`config.mk`:
```
export PLATFORM = sky130hd
export DESIGN_NAME = light_max_detector_flat
export DESIGN_NICKNAME = d
export VERILOG_FILES = /design/src/rtl/light_max_detector_if.sv /design/src/rtl/light_max_detector.sv /design/src/flat_wrapper.sv
export SDC_FILE = /design/constraint.sdc
export NUM_CORES = 1
export LEC_CHECK = 0
export BUFFER_PORTS_ARGS = -buffer_cell sky130_fd_sc_hd__buf_2
export CORE_MARGIN = 2
export CORE_UTILIZATION = 63
export DETAILED_ROUTE_END_ITERATION = 8
export PLACE_DENSITY = 0.88
export SYNTH_ARGS = -nofsm -noshare
export SYNTH_HDL_FRONTEND = slang
export SYNTH_SLANG_ARGS = --single-unit
```
`constraint.sdc`:
```
create_clock -name CLK -period 6.1 [get_ports CLK]
set_input_delay 0.915 -clock CLK [delete_from_list [all_inputs] [get_ports CLK]]
set_output_delay 0.915 -clock CLK [all_outputs]
set_load 0.05 [all_outputs]
```
`src/rtl/light_max_detector_if.sv`:
```
// rtl/light_max_detector_if.sv - control, ADC sample and max-report signals of light_max_detector
interface light_max_detector_if #(
    parameter int DATA_W = 12
);
    logic              EN;
    logic              CLR;
    logic [DATA_W-1:0] ADC_DATA;
    logic              ADC_VALID;
    logic              CNT_RST;
    logic [DATA_W-1:0] MAX_VAL;
    logic              MAX_VLD;

    modport master (
        output EN, CLR, ADC_DATA, ADC_VALID,
        input  CNT_RST, MAX_VAL, MAX_VLD
    );

    modport slave (
        input  EN, CLR, ADC_DATA, ADC_VALID,
        output CNT_RST, MAX_VAL, MAX_VLD
    );
endinterface

```
`src/rtl/light_max_detector.sv`:
```
// rtl/light_max_detector.sv - running-max tracker with hysteresis and confirmation, pulses CNT_RST on new max
module light_max_detector #(
    parameter int DATA_W  = 12,
    parameter int HYST    = 4,
    parameter int CONFIRM = 2
) (
    input  logic                  CLK,
    input  logic                  RST_N,
    light_max_detector_if.slave   bus
);
    typedef enum logic [1:0] {
        IDLE  = 2'd0,
        TRACK = 2'd1,
        CONF  = 2'd2
    } state_t;

    state_t            state_q;
    logic [DATA_W-1:0] max_val_q;
    logic              max_vld_q;
    logic              cnt_rst_q;
    logic [DATA_W-1:0] cand_q;
    logic [3:0]        cnt_q;

    logic [DATA_W:0]   thr;
    logic              qual;
    logic [DATA_W-1:0] min_cand;
    logic [3:0]        cnt_inc;

    // One extra bit keeps the threshold from wrapping near full scale.
    assign thr      = {1'b0, max_val_q} + (DATA_W+1)'(HYST);
    assign qual     = {1'b0, bus.ADC_DATA} > thr;
    assign min_cand = (bus.ADC_DATA < cand_q) ? bus.ADC_DATA : cand_q;
    assign cnt_inc  = cnt_q + 4'd1;

    always_ff @(posedge CLK or negedge RST_N) begin
        if (!RST_N) begin
            state_q   <= IDLE;
            max_val_q <= '0;
            max_vld_q <= 1'b0;
            cnt_rst_q <= 1'b0;
            cand_q    <= '0;
            cnt_q     <= '0;
        end else begin
            cnt_rst_q <= 1'b0;
            if (bus.CLR) begin
                max_val_q <= '0;
                max_vld_q <= 1'b0;
                cand_q    <= '0;
                cnt_q     <= '0;
                state_q   <= bus.EN ? TRACK : IDLE;
            end else if (!bus.EN) begin
                state_q <= IDLE;
                cnt_q   <= '0;
            end else begin
                case (state_q)
                    IDLE: begin
                        state_q <= TRACK;
                    end
                    TRACK: begin
                        if (bus.ADC_VALID) begin
                            if (!max_vld_q) begin
                                max_val_q <= bus.ADC_DATA;
                                max_vld_q <= 1'b1;
                                cnt_rst_q <= 1'b1;
                            end else if (qual) begin
                                if (CONFIRM == 1) begin
                                    max_val_q <= bus.ADC_DATA;
                                    cnt_rst_q <= 1'b1;
                                end else begin
                                    cand_q  <= bus.ADC_DATA;
                                    cnt_q   <= 4'd1;
                                    state_q <= CONF;
                                end
                            end
                        end
                    end
                    CONF: begin
                        if (bus.ADC_VALID) begin
                            if (qual) begin
                                // Accept the smallest confirming sample so a single spike cannot inflate the max.
                                if (cnt_inc == 4'(CONFIRM)) begin
                                    max_val_q <= min_cand;
                                    cnt_rst_q <= 1'b1;
                                    cnt_q     <= '0;
                                    state_q   <= TRACK;
                                end else begin
                                    cand_q <= min_cand;
                                    cnt_q  <= cnt_inc;
                                end
                            end else begin
                                cnt_q   <= '0;
                                state_q <= TRACK;
                            end
                        end
                    end
                    default: begin
                        state_q <= IDLE;
                    end
                endcase
            end
        end
    end

    assign bus.CNT_RST = cnt_rst_q;
    assign bus.MAX_VAL = max_val_q;
    assign bus.MAX_VLD = max_vld_q;
endmodule
```
`src/flat_wrapper.sv`:
```
// flat-port wrapper written by rule: the top's interface ports become plain ports
module light_max_detector_flat 
#(
    parameter int DATA_W  = 12,
    parameter int HYST    = 4,
    parameter int CONFIRM = 2
)
  (CLK, RST_N, bus_EN, bus_CLR, bus_ADC_DATA, bus_ADC_VALID, bus_CNT_RST, bus_MAX_VAL, bus_MAX_VLD);
  light_max_detector_if #(.DATA_W(DATA_W)) bus_i ();
  input  logic CLK;
  input  logic RST_N;
  input wire logic [$bits(bus_i.EN)-1:0] bus_EN;
  input wire logic [$bits(bus_i.CLR)-1:0] bus_CLR;
  input wire logic [$bits(bus_i.ADC_DATA)-1:0] bus_ADC_DATA;
  input wire logic [$bits(bus_i.ADC_VALID)-1:0] bus_ADC_VALID;
  output wire logic [$bits(bus_i.CNT_RST)-1:0] bus_CNT_RST;
  output wire logic [$bits(bus_i.MAX_VAL)-1:0] bus_MAX_VAL;
  output wire logic [$bits(bus_i.MAX_VLD)-1:0] bus_MAX_VLD;
  assign bus_i.EN = bus_EN;
  assign bus_i.CLR = bus_CLR;
  assign bus_i.ADC_DATA = bus_ADC_DATA;
  assign bus_i.ADC_VALID = bus_ADC_VALID;
  assign bus_CNT_RST = bus_i.CNT_RST;
  assign bus_MAX_VAL = bus_i.MAX_VAL;
  assign bus_MAX_VLD = bus_i.MAX_VLD;
  light_max_detector #(.DATA_W(DATA_W), .HYST(HYST), .CONFIRM(CONFIRM)) u_core (.CLK(CLK), .RST_N(RST_N), .bus(bus_i));
endmodule
```
Word-level counts from Yosys, hierarchy flattened

Index checks and enable logic that the tools add are counted.

Memories: 0
Bits in writable memories: 0
Word-level logic and storage cells: 86
Bits in registers: 32
Memory bits (read-only): 0
Bits in latches: 0

Multiply operators: 0
Bitwise logic cells: 0
Equal/unequal tests: 17
Mux-type cells: 49
$add $sub $neg: 2
Reduce and logical (&&, ||, !) cells: 10
Div/mod/pow operators: 0
Magnitude comparators: 2
Shifts and indexed selects: 0

Operators with widths:

| operator              | number |
|---|---|
| $mux 12               | 16 |
| $pmux 12 s2           | 2 |
| $mux 4                | 8 |
| $mux 2                | 8 |
| $add 12x3->13 const B | 1 |
| $gt 12x13->1          | 1 |
| $lt 12x12->1          | 1 |
| $mux 1                | 12 |
| $ne 3x2->1 const B    | 4 |
| $ne 3x3->1 const B    | 4 |
| $reduce_and 5->1      | 2 |
| $ne 4x3->1 const B    | 2 |
| $ne 4x4->1 const B    | 2 |
| $pmux 4 s2            | 1 |
| $reduce_and 8->1      | 1 |
| $reduce_and 7->1      | 1 |
| $pmux 2 s3            | 1 |
| $reduce_bool 2->1     | 3 |
| $ne 5x5->1 const B    | 1 |
| $add 4x1->4 const B   | 1 |
| $eq 4x2->1 const B    | 1 |
| $ne 4x1->1 const B    | 1 |
| $reduce_and 3->1      | 1 |
| $reduce_bool 3->1     | 1 |
| 4 further kinds       | 4 |

Longest topological paths before layout

Word-level depth: 8
Depth in mapped cells: 14

Least setup slack after synthesis

Ideal clock, no wire load.

Path type: register to register
Start point: register u_core.max_val_q[2], in the netlist u_core.bus.MAX_VAL[2]
End point: register u_core.cand_q[0]
Cell stages (with the launch flop): 15
Setup slack: 2790 ps
Data arrival time: 3187 ps
Library setup time: 123 ps
Path through: dfrtp_1 > ha_1 > nand2_1 > nor2_1 > nand3_1 > xor2_1 > ha_1 > nand3_1 > nor2_1 > or4_4 > o21a_4 > and4_4 > buf_6 > buf_12 > mux2i_1

Word-level cells in the longest chain between the ends: 4
Elaborated cells on any way between the ends: 5
Those cells by class: 1 x add/sub; 1 x order compare; 2 x eq/ne; 1 x reduce/logical

Ends and longest elaborated chain:

| item                         | RTL line                 | RTL |
|---|---|---|
| start: declaration           | light_max_detector.sv:18 | `logic [DATA_W-1:0] max_val_q;` |
| start signal: assignment     | light_max_detector.sv:62 | `max_val_q <= bus.ADC_DATA;` |
| start signal: assignment     | light_max_detector.sv:67 | `max_val_q <= bus.ADC_DATA;` |
| start signal: assignment     | light_max_detector.sv:82 | `max_val_q <= min_cand;` |
| $add 12x3->13 *              | light_max_detector.sv:30 | `assign thr = {1'b0, max_val_q} + (DATA_W+1)'(HYST);` |
| $gt 12x13->1 *               | light_max_detector.sv:31 | `assign qual = {1'b0, bus.ADC_DATA} > thr;` |
| $ne 3x2->1 (no line)         | -                        |  |
| $reduce_and 8->1 (no line) * | -                        |  |
| end signal: assignment       | light_max_detector.sv:70 | `cand_q <= bus.ADC_DATA;` |
| end signal: assignment       | light_max_detector.sv:87 | `cand_q <= min_cand;` |
| end: declaration             | light_max_detector.sv:21 | `logic [DATA_W-1:0] cand_q;` |

Every way passes the cells marked *; elsewhere a longest branch is shown, timed or not.
A chain may end at the register's enable or synchronous reset.

Final worst setup path

Start point: register u_core.max_val_q[2], in the netlist u_core.bus.MAX_VAL[2]
End point: register u_core.max_val_q[6], in the netlist u_core.bus.MAX_VAL[6]

Word-level cells in the longest chain between the ends: 4

Ends and longest elaborated chain:

| item                       | RTL line |
|---|---|
| $add 12x3->13              | light_max_detector.sv:30 |
| $gt 12x13->1               | light_max_detector.sv:31 |
| $ne 3x2->1 (no line)       | - |
| $reduce_and 7->1 (no line) | - |

Every way passes these cells.

==> flow_summary.ini <==
[layout]
fin_nets = 354
fillerInstances = 310
final_cell_area_um2 = 2770
n_antenna_cell = 0
area_delta_synth_final_pct = 9.30
stdcell_count = 359
drive_above_1_share_pct = 14.2
final_util_pct = 70.1

[synthesis]
ys_dominant_reg_cell = dfrtp_1
synthDistinctLibCells = 46
syn_nets = 327
synth_edf_count = 0
synth.cell_area_um2 = 2530
yosysWarnings = 0
synth_cells = 281
synth_seq_area_share_pct = 31.7
syn_area_per_cell_um2 = 9.00
async_flop_share_pct = 100
synth_seq_cells = 32

[cts]
cts_root_buf = clkbuf_8
cts_tree = built
cts_setup_buffers = 0
ctsResizeCount = 0
cts.sinks = 32
htreeDepth = 2
clkLatencyLatePin_ps = 290
numCtsBuffers = 5
postCtsHoldBufs = 0
clk_pin_slew_ps = 70
clockBufferDepth = 2

[global_routing]
grt_usage_pct = 28.4
antenna_found_initial = 0
grt_max_degree = 33
grt_first_pass_wirelength_mm = 9.56
grt-ovfl-total = 0
grt_pass1_vias = 2003

[drt]
drtIter0Drc = 137
vias = 2212
wl_per_cell_um = 16.2
via_per_inst = 6.16
firstDrtPassIters = 4
drt-total-wl_mm = 5.81
drc_errors = 0
ant_nets = 0

[outcome]
status = completed

[worst_setup_path]
crit_required_ps = 6250
critPathSlowestCell = or4_4
critPathArrivalTime_ps = 3540
path_cells = ha_1 > nand2_1 > nor2_1 > nand3_1 > xor2_1 > ha_1 > nand3_1 > nor2_1 > or4_4 > o21ai_2 > a211o_1 > o2bb2ai_1
path_delay_family = simple AND/OR/NAND/NOR gates
cp_slowest_stage_delay_ps = 550
cp_max_fo = 12
critPathBufInv = 0
end_kind = flop
critPathKind = reg -> reg
start_kind = flop

[floorplan]
die_x_um = 67.4
die-area_um2 = 4540
pin_count = 31
coreArea_um2 = 3940
die_h_um = 67.4
row_count = 23
start_util_pct = 64.2

[placement]
gp_congestion = 0.824
place_ws_ps = 2580
hpwlAfterDp_mm = 4.29
io_buffers = 30
placed_cell_area_um2 = 2680
dp.cells = 351

[sta]
setup-tns-final_ps = 0
worst-slew-pin-transition_ps = 983
fin_crit_ps = 3390
fmax_mhz = 295
slew_violations = 0
fin_ws_ps = 2710
rsz0062_at_grt = false
finalSetupViolations = 0
fin_hold_ws_ps = 521
slew_headroom_pct = 34.5
hold_violations = 0
fin_skew_ps = 11.6
post-route-period-util_pct = 55.5

[pwr]
p_leak_nw = 1.31
powerDensity_nw_per_um2 = 351
ir_drop_uv = 233
p_total_mw = 0.970

[job]
max-cap-violations = 0

[hold_path]
min_path_type = reg -> reg
flip-flops by register name, indices dropped and copies added (netlist names):
signal / count
u_core.cand_q: 12
u_core.cnt_q: 4
u_core.bus.CNT_RST: 1
u_core.bus.MAX_VAL: 12
u_core.state_q: 2
u_core.bus.MAX_VLD: 1
final timing paths:
path,startpoint,slack [ps],end,depth (start not counted)
max,u_core.bus.MAX_VAL[2],2710,u_core.bus.MAX_VAL[6],12
min,u_core.bus.MAX_VAL[1],520,u_core.bus.MAX_VAL[1],1
max reg2reg,u_core.bus.MAX_VAL[2],2710,u_core.bus.MAX_VAL[6],12
min reg2reg,u_core.bus.MAX_VAL[1],520,u_core.bus.MAX_VAL[1],1
max in group asynchronous,RST_N,4940,u_core.bus.MAX_VAL[10],1
min in group asynchronous,RST_N,680,u_core.cnt_q[1],1
area by class of cell:
class	instances	area, um2	area share (%)
inverters	23	86.3	3.12
well taps	50	62.6	2.26
clock buffers	8	90.1	3.26
flip-flops and latches	32	801	29.0
repair buffers	30	150	5.43
multi-input cells	216	1580	57.0
layer usage:
metal / global-route usage (%) / part of all wire (%) / vias to the layer above
met5: 0 / 0 / -
met4: 9.18 / 1.7 / 0
met3: 6.33 / 6.7 / 9
met2: 42.7 / 47 / 80
met1: 40.5 / 45 / 1054
li1: - / - / 1069
logic make-up (layout without fill, tap and decap cells):
family          count (synthesis)  count (layout)  share of synthesized area [%]
xor+xnor                        8               8                           2.77
mux                            25              25                           9.89
simple gates                   88              88                           16.6
compound gates                 66              66                           18.7
buf+inv                        33              61                           6.08
flops                          32              32                           31.7
fa+ha+maj                      29              29                           14.3
cells in the final DEF, fill, tap and decap left out, drive strengths merged, types with 4 or more instances in the layout:
cell type,count
nor3,5
a21oi,15
nand3,13
nor2,10
ha,29
xor2,5
buf,30
a211oi,4
dfrtp,32
mux2i,25
a21o,4
clkbuf,8
o2bb2ai,12
and3,5
nand2,41
inv,23
o21ai,14
synth_stat cells, drive strengths merged, types with 2 or more instances:
library cell,number,share of area [%]
mux2i,25,9.9
a31o,2,0.69
a32o,3,1.2
ha,29,14
clkbuf,5,0.74
a31oi,2,0.49
a211oi,4,1.2
nand2b,2,0.49
a21o,4,1.2
inv,23,3.4
and4,2,0.79
buf,5,1.9
o2bb2ai,12,4.2
nand4,2,0.49
a21oi,15,3.0
nor2,10,1.5
nor2b,3,0.74
xnor2,3,1.0
nand3,13,2.6
nor3,5,0.99
and3,5,1.2
xor2,5,1.7
nand3b,2,0.59
nand2,41,6.1
dfrtp,32,32
o21ai,14,2.9
power breakdown:
part / internal [mW] / switching, mW
Combinational: 0.173 / 0.315
Clock: 0.0920 / 0.0783
Sequential: 0.254 / 0.0578
Total: 0.518 / 0.451
worst register-to-register path, cell delays in order (launching register included):
cell and delay [ps]:
dfrtp_1 440, ha_1 240, nand2_1 90, nor2_1 180, nand3_1 110, xor2_1 150, ha_1 300, nand3_1 130
nor2_1 60, or4_4 550, o21ai_2 370, a211o_1 470, o2bb2ai_1 150
Note: power is estimated with default switching activity, not from simulation.
